===== config.mk =====
export PLATFORM = sky130hd
export DESIGN_NAME = vga_scan_ctrl
export DESIGN_NICKNAME = d
export VERILOG_FILES = /design/src/rtl/vga_scan_ctrl.sv
export SDC_FILE = /design/constraint.sdc
export NUM_CORES = 1
export LEC_CHECK = 0
export ABC_AREA = 1
export CAP_MARGIN = 20
export CORE_MARGIN = 1
export CORE_UTILIZATION = 53
export DETAILED_ROUTE_END_ITERATION = 12
export GPL_TIMING_DRIVEN = 0
export PLACE_DENSITY = 0.85
export SETUP_SLACK_MARGIN = 0.5
export SYNTH_ARGS = -nofsm -noshare
export SYNTH_HDL_FRONTEND = slang
export SYNTH_SLANG_ARGS = --single-unit

===== constraint.sdc =====
create_clock -name clk -period 4 [get_ports clk]
set_input_delay 0.6 -clock clk [delete_from_list [all_inputs] [get_ports clk]]
set_output_delay 0.6 -clock clk [all_outputs]
set_load 0.02 [all_outputs]

===== src/rtl/vga_scan_ctrl.sv =====
// rtl/vga_scan_ctrl.sv - VGA raster timing generator driven by pixel-rate edges from a clock divider
// Sequences the divider, steps h/v counters, decodes sync/de and fetches pixels via req/valid.
module vga_scan_ctrl #(
    parameter int H_ACTIVE = 640,
    parameter int H_FP     = 16,
    parameter int H_SYNC   = 96,
    parameter int H_BP     = 48,
    parameter int V_ACTIVE = 480,
    parameter int V_FP     = 10,
    parameter int V_SYNC   = 2,
    parameter int V_BP     = 33,
    parameter bit SYNC_POL = 1'b0,
    parameter int XW       = 10,
    parameter int YW       = 10,
    parameter int DW       = 8
) (
    input  logic          clk,
    input  logic          n_rst,
    input  logic          enable,
    input  logic          flag_pixel,
    output logic          div_enable,
    output logic          hsync,
    output logic          vsync,
    output logic          de,
    output logic [XW-1:0] x,
    output logic [YW-1:0] y,
    output logic          frame_start,
    output logic          pix_req,
    input  logic [DW-1:0] pix_data,
    input  logic          pix_valid,
    output logic [DW-1:0] rgb_out,
    output logic          underflow,
    output logic          busy
);

    localparam int H_TOTAL = H_ACTIVE + H_FP + H_SYNC + H_BP;
    localparam int V_TOTAL = V_ACTIVE + V_FP + V_SYNC + V_BP;

    localparam logic [XW-1:0] H_MAX      = XW'(H_TOTAL - 1);
    localparam logic [YW-1:0] V_MAX      = YW'(V_TOTAL - 1);
    localparam logic [XW-1:0] H_ACT      = XW'(H_ACTIVE);
    localparam logic [YW-1:0] V_ACT      = YW'(V_ACTIVE);
    localparam logic [XW-1:0] H_SS       = XW'(H_ACTIVE + H_FP);
    localparam logic [XW-1:0] H_SE       = XW'(H_ACTIVE + H_FP + H_SYNC);
    localparam logic [YW-1:0] V_SS       = YW'(V_ACTIVE + V_FP);
    localparam logic [YW-1:0] V_SE       = YW'(V_ACTIVE + V_FP + V_SYNC);

    typedef enum logic [1:0] {
        S_IDLE  = 2'd0,
        S_RUN   = 2'd1,
        S_DRAIN = 2'd2
    } state_t;

    state_t          r_state;
    state_t          w_state_nxt;
    logic            r_flag_q;
    logic [XW-1:0]   r_h;
    logic [YW-1:0]   r_v;
    logic            r_de;
    logic            r_hsync;
    logic            r_vsync;
    logic            r_frame_start;
    logic            r_pix_req;
    logic [DW-1:0]   r_rgb;
    logic            r_underflow;

    logic            w_step;
    logic            w_h_wrap;
    logic            w_frame_wrap;
    logic            w_to_idle;
    logic [XW-1:0]   w_h_nxt;
    logic [YW-1:0]   w_v_nxt;
    logic            w_de_nxt;
    logic            w_hs_nxt;
    logic            w_vs_nxt;

    assign w_step       = flag_pixel & ~r_flag_q & (r_state != S_IDLE);
    assign w_h_wrap     = (r_h == H_MAX);
    assign w_frame_wrap = w_h_wrap && (r_v == V_MAX);
    assign w_to_idle    = w_step && w_frame_wrap && (r_state == S_DRAIN);

    always_comb begin
        w_h_nxt = r_h;
        w_v_nxt = r_v;
        if (w_step) begin
            w_h_nxt = w_h_wrap ? '0 : r_h + XW'(1);
            if (w_h_wrap) begin
                w_v_nxt = (r_v == V_MAX) ? '0 : r_v + YW'(1);
            end
        end
    end

    assign w_de_nxt = (w_h_nxt < H_ACT) && (w_v_nxt < V_ACT);
    assign w_hs_nxt = ((w_h_nxt >= H_SS) && (w_h_nxt < H_SE)) ? SYNC_POL : ~SYNC_POL;
    assign w_vs_nxt = ((w_v_nxt >= V_SS) && (w_v_nxt < V_SE)) ? SYNC_POL : ~SYNC_POL;

    // A draining scan finishing its frame wins over a late re-enable.
    always_comb begin
        w_state_nxt = r_state;
        case (r_state)
            S_IDLE:  if (enable) w_state_nxt = S_RUN;
            S_RUN:   if (!enable) w_state_nxt = S_DRAIN;
            S_DRAIN: begin
                if (w_to_idle) w_state_nxt = S_IDLE;
                else if (enable) w_state_nxt = S_RUN;
            end
            default: w_state_nxt = S_IDLE;
        endcase
    end

    always_ff @(posedge clk) begin
        if (!n_rst) begin
            r_state       <= S_IDLE;
            r_flag_q      <= 1'b0;
            r_h           <= H_MAX;
            r_v           <= V_MAX;
            r_de          <= 1'b0;
            r_hsync       <= ~SYNC_POL;
            r_vsync       <= ~SYNC_POL;
            r_frame_start <= 1'b0;
            r_pix_req     <= 1'b0;
            r_rgb         <= '0;
            r_underflow   <= 1'b0;
        end else begin
            r_state       <= w_state_nxt;
            r_flag_q      <= flag_pixel;
            r_frame_start <= 1'b0;
            r_pix_req     <= 1'b0;
            if (w_to_idle) begin
                r_h     <= H_MAX;
                r_v     <= V_MAX;
                r_de    <= 1'b0;
                r_hsync <= ~SYNC_POL;
                r_vsync <= ~SYNC_POL;
            end else if (w_step) begin
                r_h           <= w_h_nxt;
                r_v           <= w_v_nxt;
                r_de          <= w_de_nxt;
                r_hsync       <= w_hs_nxt;
                r_vsync       <= w_vs_nxt;
                r_frame_start <= (r_state == S_RUN) && w_frame_wrap;
                r_pix_req     <= w_de_nxt;
            end
            // The pixel source answers in the cycle that pix_req is high.
            if (r_pix_req) begin
                r_rgb <= pix_valid ? pix_data : '0;
            end else if (!r_de) begin
                r_rgb <= '0;
            end
            if (r_frame_start) begin
                r_underflow <= 1'b0;
            end else if (r_pix_req && !pix_valid) begin
                r_underflow <= 1'b1;
            end
        end
    end

    assign div_enable  = (r_state != S_IDLE);
    assign busy        = (r_state != S_IDLE);
    assign hsync       = r_hsync;
    assign vsync       = r_vsync;
    assign de          = r_de;
    assign x           = r_h;
    assign y           = r_v;
    assign frame_start = r_frame_start;
    assign pix_req     = r_pix_req;
    assign rgb_out     = r_rgb;
    assign underflow   = r_underflow;

endmodule


==> qor_table.md, run 1 <==
| Stage | Result | Value |
|---|---|---|
| die | DIE WIDTH | 63.2 um |
| synthesis | Register bit count reported by yosys | 37 |
| place | Final Wtd Congestion | 0.898 |
| cts | Buffer levels on the longest clock path | 2 |
| critical path | R2R setup slack | 1.98 ns |
| grt | Largest net degree at the start of global routing | 12 |
| place | Setup WS pre-CTS | 1.51 ns |
| critical path | Worst setup SP type | primary input |
| synthesis | Cell area after synthesis | 1990 um2 |
| pwr | Total power per unit cell area | 341 nW/um2 |
| timing | Total count of hold-check failures in the final report | 0 |
| synthesis | Sequential cell area fraction in the yosys report | 37.3% |
| synthesis | Largest area contributor in the synthesized netlist | sky130_fd_sc_hd__dfxtp_1 |
| timing | Fmax | 453 MHz |
| timing | Unrepaired setup endpoints after global routing | no |
| finish | Final layout net count | 379 |
| finish | Signed area change from the synthesized netlist to the final layout | 33.0% |
| timing | Transition at the pin with the smallest max-transition slack | 0.551 ns |
| synthesis | Synthesized net count | 324 |
| critical path | Critical R2R Launch | x[1] |
| timing | Final worst setup slack | 1.79 ns |
| synthesis | Area share of the leading cell type in the synthesized netlist | 37.3% |
| critical path | Crit path DAT | 2.41 ns |
| cts | Number of clock buffers inserted by TritonCTS | 5 |
| timing | Final setup violating endpoints | 0 |
| place | Cell area reported after detailed placement | 2520 um2 |
| synthesis | Instance count of the mapped netlist | 308 |
| critical path | Critical path endpoint category | flip-flop |
| route | Number of iterations in the first detailed-routing pass | 4 |
| place | I/O Buffers | 48 |
| timing | Hold WS | 0.423 ns |
| cts | H-tree level count | 2 |
| die | Count of boundary I/O pins | 49 |
| synthesis | Post-synthesis simple-gate area fraction | 42.3% |
| synthesis | Synthesized-area fraction occupied by ao, oa, aoi and oai cells | 6.87% |
| finish | Final core utilization | 76.1% |
| timing | Relative slew slack | 63.1% |
| pwr | Highest ir drop seen on vdd | 0.301 mV |
| route | DRT iter0 DRCs | 191 |
| hold path | Source of the worst hold timing path | frame_start |
| grt | Via count of the first global-routing pass | 1839 |
| die | Chip height | 63.2 um |
| place | Final HPWL from detailed placement | 3780 um |
| route | Vias after detailed routing | 2085 |
| cts | Post-CTS Setup Bufs | 0 |
| grt | Initial antenna violation count | 0 |
| synthesis | Warning count from the yosys run | 0 |
| critical path | Largest driver fanout on the critical path | 7 |
| cts | TritonCTS clock tree | yes |
| timing | Setup TNS | 0 ns |
| synthesis | Multiplexer area fraction after synthesis | 0% |
| route | Routed WL per cell | 12.4 um |
| cts | TritonCTS sink count | 37 |
| critical path | Most numerous cell on the critical path | sky130_fd_sc_hd__nand2_1 |
| critical path | Data required time of the worst path | 4.20 ns |
| cts | Insertion delay of the later-clocked pin in the worst-skew pair | 0.30 ns |
| synthesis | Post-Synth XOR/XNOR Area | 0.441% |
| critical path | Crit path from | flag_pixel |
| cts | PostCTS Resize Cnt | 0 |
| finish | Diodes inserted | 0 |
| die | Die ar. | 4000 um2 |
| cts | Buffer cell driving the clock tree root | sky130_fd_sc_hd__clkbuf_8 |
| critical path | Largest stage delay on the critical path | 0.50 ns |
| route | Via-per-instance ratio | 5.09 |
| critical path | Critical path class | in2reg |
| grt | Wire length of the first global-routing pass | 8360 um |
| critical path | Cell-by-cell listing of the critical path | clkdlybuf4s50_1, nand2_1, nor2_4, nand2_4, nor2_8, nand2_1, nand3_1, nand2_1, nor2_1, nand3_1, nand2_1, inv_1 |
| grt | Gr usage total | 27.0% |
| route | Number of design rule violations left after detail routing | 0 |
| synthesis | Avg Inst Size Synth | 6.45 um2 |
| finish | Final cell area excluding filler cells | 2640 um2 |
| route | Detail Route Antenna Nets | 0 |
| timing | Crit path time final | 2.21 ns |
| die | Core Rows | 21 |
| critical path | Slowest-stage cell, CP | sky130_fd_sc_hd__clkdlybuf4s50_1 |
| grt | Overall overflow remaining after global route | 0 |
| cts | Hold-fix buffers at CTS | 0 |
| timing | Share of the clock period used by the worst path | 55.2% |
| synthesis | Adder and majority cell fraction of the synthesized area | 1.89% |
| job | Number of violations of the max-capacitance limit | 0 |
| cts | Post-CTS clock slew at the launch and capture registers of the worst setup and hold paths | 0.07 ns |
| pwr | Leakage component of the power | 1.27 nW |
| status | Run status | finished clean |
| timing | Worst clock skew | 0.00631 ns |
| die | Area of the placeable core | 3470 um2 |
| synthesis | Dominant cells by area after synthesis | sky130_fd_sc_hd__dfxtp_1 (37%), sky130_fd_sc_hd__nand2_1 (17%), sky130_fd_sc_hd__inv_1 (8.5%) |
| timing | Max-slew violation count | 0 |
| synthesis | Largest family of logic cells by synthesized area | simple AND/OR/NAND/NOR gates |
| hold path | Class of the most critical hold timing path | reg2reg |
| synthesis | Number of distinct standard cells referenced by the synthesized netlist | 30 |
| die | Starting utilization of the core area | 57.3% |
| finish | Share of layout cells above drive strength 1 | 7.97% |
| route | Final Routed Wirelength | 5070 um |
-- stage by stage --
stage,instances,power [mW]
2_1_floorplan,308,0.510
3_3_place_gp,402,0.567
3_5_place_dp,402,0.571
4_1_cts,410,0.903
5_1_grt,410,0.939
6_report,410,0.899
-- layout by cell type (no fill, tap or decap), types with 3 or more instances in the layout --
cell | Yosys | routed
sky130_fd_sc_hd__nand2_1 | 88 | 88
sky130_fd_sc_hd__clkdlybuf4s50_1 | 0 | 48
sky130_fd_sc_hd__inv_1 | 45 | 45
sky130_fd_sc_hd__nor2_1 | 44 | 44
sky130_fd_sc_hd__dfxtp_1 | 37 | 37
sky130_fd_sc_hd__nand3_1 | 29 | 29
sky130_fd_sc_hd__a21oi_1 | 12 | 12
sky130_fd_sc_hd__nor3_1 | 6 | 6
sky130_fd_sc_hd__clkbuf_8 | 0 | 6
sky130_fd_sc_hd__nand4_1 | 5 | 5
sky130_fd_sc_hd__o21ai_0 | 5 | 5
sky130_fd_sc_hd__inv_2 | 4 | 4
sky130_fd_sc_hd__o21ai_1 | 4 | 4
sky130_fd_sc_hd__nand2_2 | 3 | 3
sky130_fd_sc_hd__buf_2 | 3 | 3
sky130_fd_sc_hd__ha_1 | 3 | 3
-- critical path, delay by kind of cell --
kind / cells / cell delay, ns
AND/OR/NAND/NOR: 10 / 1.26
buffers and inverters: 2 / 0.54
-- synth_stat cells, drive strengths merged --
| library cell | count |
|---|---|
| a21oi | 13 |
| nand4 | 6 |
| xor2 | 1 |
| nor4 | 1 |
| dfxtp | 37 |
| o31ai | 1 |
| nor3 | 6 |
| clkbuf | 1 |
| ha | 3 |
| nand3b | 2 |
| buf | 5 |
| a211oi | 1 |
| nor2 | 49 |
| o211ai | 1 |
| inv | 49 |
| nand3 | 31 |
| o21ai | 9 |
| nand2 | 92 |
-- layer usage --
metal	wire length [um]	global-route usage [%]	share of wire, %
met5	0	0	0
met4	72	10.2	1.4
met1	2260	36.3	45
met2	2450	42.5	48
met3	284	5.25	5.6
-- final timing paths --
path | endpoint | depth (start not counted)
worst min register to register | underflow | 1
worst max register to register | vsync | 12
worst min-delay path | underflow | 1
worst max-delay path | vsync | 12
-- logic make-up after synthesis --
family,Yosys count
simple gates,187
buf+inv,55
flops,37
compound gates,25
fa+ha+maj,3
xor+xnor,1
-- state kept, by name (all words and copies together), names as in the netlist, 2 cells and up --
name,flops
x,10
r_state,2
y,10
rgb_out,8
-- cell type report --
class / count / area (um2)
flip-flops and latches: 37 / 741
repair buffers: 48 / 480
multi-input cells: 216 / 1020
inverters: 49 / 184
clock buffers: 7 / 86.3
fillers: 306 / 828
well taps: 46 / 57.6
plain buffers: 6 / 37.5
clock inverters: 1 / 30.0
-- report_power, final --
part | switching (mW) | internal [mW] | leakage (nW) | total, mW
clock | 0.131 | 0.203 | 0.0585 | 0.335
sequential | 0.0154 | 0.380 | 0.300 | 0.395
combinational | 0.104 | 0.0659 | 0.912 | 0.170
total | 0.251 | 0.649 | 1.27 | 0.899
Note: power is estimated with default switching activity, not from simulation.
==> run 2: changes to the inputs <==
CORE_UTILIZATION = 44   (was 53)
PLACE_DENSITY = 0.75   (was 0.85)
clock period = 1.8 ns   (was 4 ns; I/O delays follow)
==> qor_table.md, run 2 (same netlist as run 1, synthesis figures left out) <==
| Stage | Result | Value |
|---|---|---|
| place | Cell area reported after detailed placement | 2620 um2 |
| route | Vias after detailed routing | 2212 |
| finish | Most frequent standard cell in the layout excluding fill and tap cells | sky130_fd_sc_hd__nand2_1 |
| timing | Fmax | 575 MHz |
| critical path | Critical path endpoint category | flip-flop |
| grt | Overall overflow remaining after global route | 0 |
| timing | Crit path time final | 1.74 ns |
| route | Via-per-instance ratio | 5.11 |
| critical path | CP Depth | 12 |
| route | DRT iter0 DRCs | 125 |
| cts | Post-CTS clock slew at the launch and capture registers of the worst setup and hold paths | 0.08 ns |
| cts | Number of clock buffers inserted by TritonCTS | 5 |
| critical path | R2R setup slack | 0.06 ns |
| finish | Final layout net count | 396 |
| pwr | Total power per unit cell area | 720 nW/um2 |
| place | I/O Buffers | 48 |
| pwr | Highest ir drop seen on vdd | 0.501 mV |
| cts | TritonCTS sink count | 37 |
| timing | Transition at the pin with the smallest max-transition slack | 0.541 ns |
| hold path | Class of the most critical hold timing path | in2reg |
| timing | Share of the clock period used by the worst path | 96.7% |
| grt | Via count of the first global-routing pass | 1944 |
| finish | Final cell area excluding filler cells | 2980 um2 |
| route | Number of iterations in the first detailed-routing pass | 4 |
| finish | Share of layout cells above drive strength 1 | 32.0% |
| grt | Gr usage total | 23.1% |
| critical path | Largest driver fanout on the critical path | 7 |
| timing | Relative slew slack | 63.8% |
| route | Routed met3 length | 275 um |
| place | Final Wtd Congestion | 0.913 |
| timing | Final setup violating endpoints | 0 |
| grt | Initial antenna violation count | 0 |
| route | Final Routed Wirelength | 5870 um |
| die | Starting utilization of the core area | 45.6% |
| critical path | Buf+Inv Stages, Crit Path | 1 |
| die | Die ar. | 4790 um2 |
| cts | H-tree level count | 2 |
| place | Final HPWL from detailed placement | 3880 um |
| route | Met2 routed wirelength | 2710 um |
| finish | Diodes inserted | 0 |
| critical path | Worst setup SP type | flip-flop |
| cts | Hold-fix buffers at CTS | 0 |
| route | Number of design rule violations left after detail routing | 0 |
| die | Core Rows | 24 |
| timing | Total count of hold-check failures in the final report | 0 |
| hold path | Source of the worst hold timing path | flag_pixel |
| critical path | Crit path from | r_state[0] |
| critical path | Slowest-stage cell, CP | sky130_fd_sc_hd__dfxtp_4 |
| critical path | Cell-by-cell listing of the critical path | nor2_2, nor2_4, nand2_4, nor2_8, buf_4, nand3_4, nand2_4, nor2_1, nand2_2, nor2_1, nand3_1, nand2_1 |
| timing | Setup TNS | 0 ns |
| critical path | Critical R2R Launch | r_state[0] |
| timing | Worst clock skew | 0.0106 ns |
| cts | Insertion delay of the later-clocked pin in the worst-skew pair | 0.30 ns |
| cts | Buffer cell driving the clock tree root | sky130_fd_sc_hd__clkbuf_8 |
| timing | Max-slew violation count | 0 |
| critical path | Dominant delay contributor by cell family on the critical path | simple AND/OR/NAND/NOR gates |
| finish | Signed area change from the synthesized netlist to the final layout | 49.8% |
| die | DIE WIDTH | 69.2 um |
| timing | Unrepaired setup endpoints after global routing | yes |
| critical path | Data required time of the worst path | 2.04 ns |
| critical path | Worst setup path endpoint | de |
| place | Post-placement cell count | 408 |
| die | Chip height | 69.2 um |
| route | Metal-1 WL | 2680 um |
| route | Detail Route Antenna Nets | 0 |
| status | Run status | finished clean |
| cts | Buffer levels on the longest clock path | 2 |
| finish | Layout Cells excl Fill | 433 |
| cts | TritonCTS clock tree | yes |
| pwr | Leakage component of the power | 1.48 nW |
| pwr | Total power after layout | 2.14 mW |
| route | Routed WL per cell | 13.6 um |
| critical path | Cell depth of the worst flop-to-flop path | 12 |
| die | Count of boundary I/O pins | 49 |
| critical path | Critical path class | reg2reg |
| critical path | Destination of the worst register-to-register timing path | de |
| timing | Hold WS | 0.419 ns |
| route | Highest routing layer actually used | met4 |
| grt | Largest net degree at the start of global routing | 13 |
| die | Area of the placeable core | 4350 um2 |
| grt | Wire length of the first global-routing pass | 8980 um |
| critical path | Largest stage delay on the critical path | 0.37 ns |
| critical path | Crit path DAT | 1.98 ns |
| job | Number of violations of the max-capacitance limit | 0 |
| finish | Most used cells in the layout excluding fill and tap cells | sky130_fd_sc_hd__nand2_1 (78), sky130_fd_sc_hd__inv_1 (42), sky130_fd_sc_hd__nor2_1 (31) |
-- run 2: cell types whose count changed in the layout (fill, tap and decap cells not counted), sizes merged --
cell,before,now
clkdlybuf4s50,48,11
buf,5,25
dlygate4sd2,0,15
clkdlybuf4s15,0,13
clkbuf,8,13
inv,49,50
-- run 2: layout make-up --
cell class | count | area [um2]
Clock inverter | 2 | 36.3
Tap cell | 52 | 65.1
Sequential cell | 37 | 772
Buffer | 6 | 61.3
Timing Repair Buffer | 65 | 566
Multi-Input combinational cell | 216 | 1210
Fill cell | 400 | 1380
Clock buffer | 6 | 82.6
Inverter | 49 | 186
-- run 2: power breakdown --
group | internal, mW | switching, mW
clock | 0.452 | 0.328
sequential | 0.846 | 0.0389
combinational | 0.193 | 0.286
total | 1.49 | 0.653
-- run 2: worst reg2reg max path: cells and delay by family, from the launching register on --
family | cells | cell delay, ns
flops | 1 | 0.37
simple gates | 11 | 1.17
buf+inv | 1 | 0.14
-- run 2: worst min-delay path by stage --
| stage | slack [ns] | cells after the start | endpoint |
|---|---|---|---|
| 2_1_floorplan | 0.35 | 1 | r_state[1] |
| 3_3_place_gp | 0.41 | 1 | underflow |
| 3_5_place_dp | 0.41 | 1 | underflow |
| 4_1_cts | 0.36 | 3 | r_flag_q |
| 5_1_grt | 0.44 | 3 | r_flag_q |
| 6_report | 0.42 | 3 | r_flag_q |
-- run 2: timing repair --
action / CTS / global route
gates cloned: 1 / 0
endpoints found under the setup margin: 63 / 44
buffers inserted: 10 / 6
gates resized for setup: 99 / 41
pin swaps: 15 / 8
-- run 2: through the flow --
| step | worst slack, ns | utilization [%] |
|---|---|---|
| 3_3_place_gp | -0.343 | 60.1 |
| 5_1_grt | -0.0731 | 68.3 |
| 6_report | 0.0595 | 68.3 |
| 2_1_floorplan | 0.201 | - |
| 3_5_place_dp | -0.361 | 60.1 |
| 4_1_cts | 0.0828 | 65.5 |
-- run 2: routing by layer --
| layer | up-vias | GRT usage (%) |
|---|---|---|
| li1 | 1106 | - |
| met1 | 1017 | 31.3 |
| met2 | 70 | 36.6 |
| met3 | 19 | 4.80 |
| met4 | 0 | 7.94 |
| met5 | - | 0 |
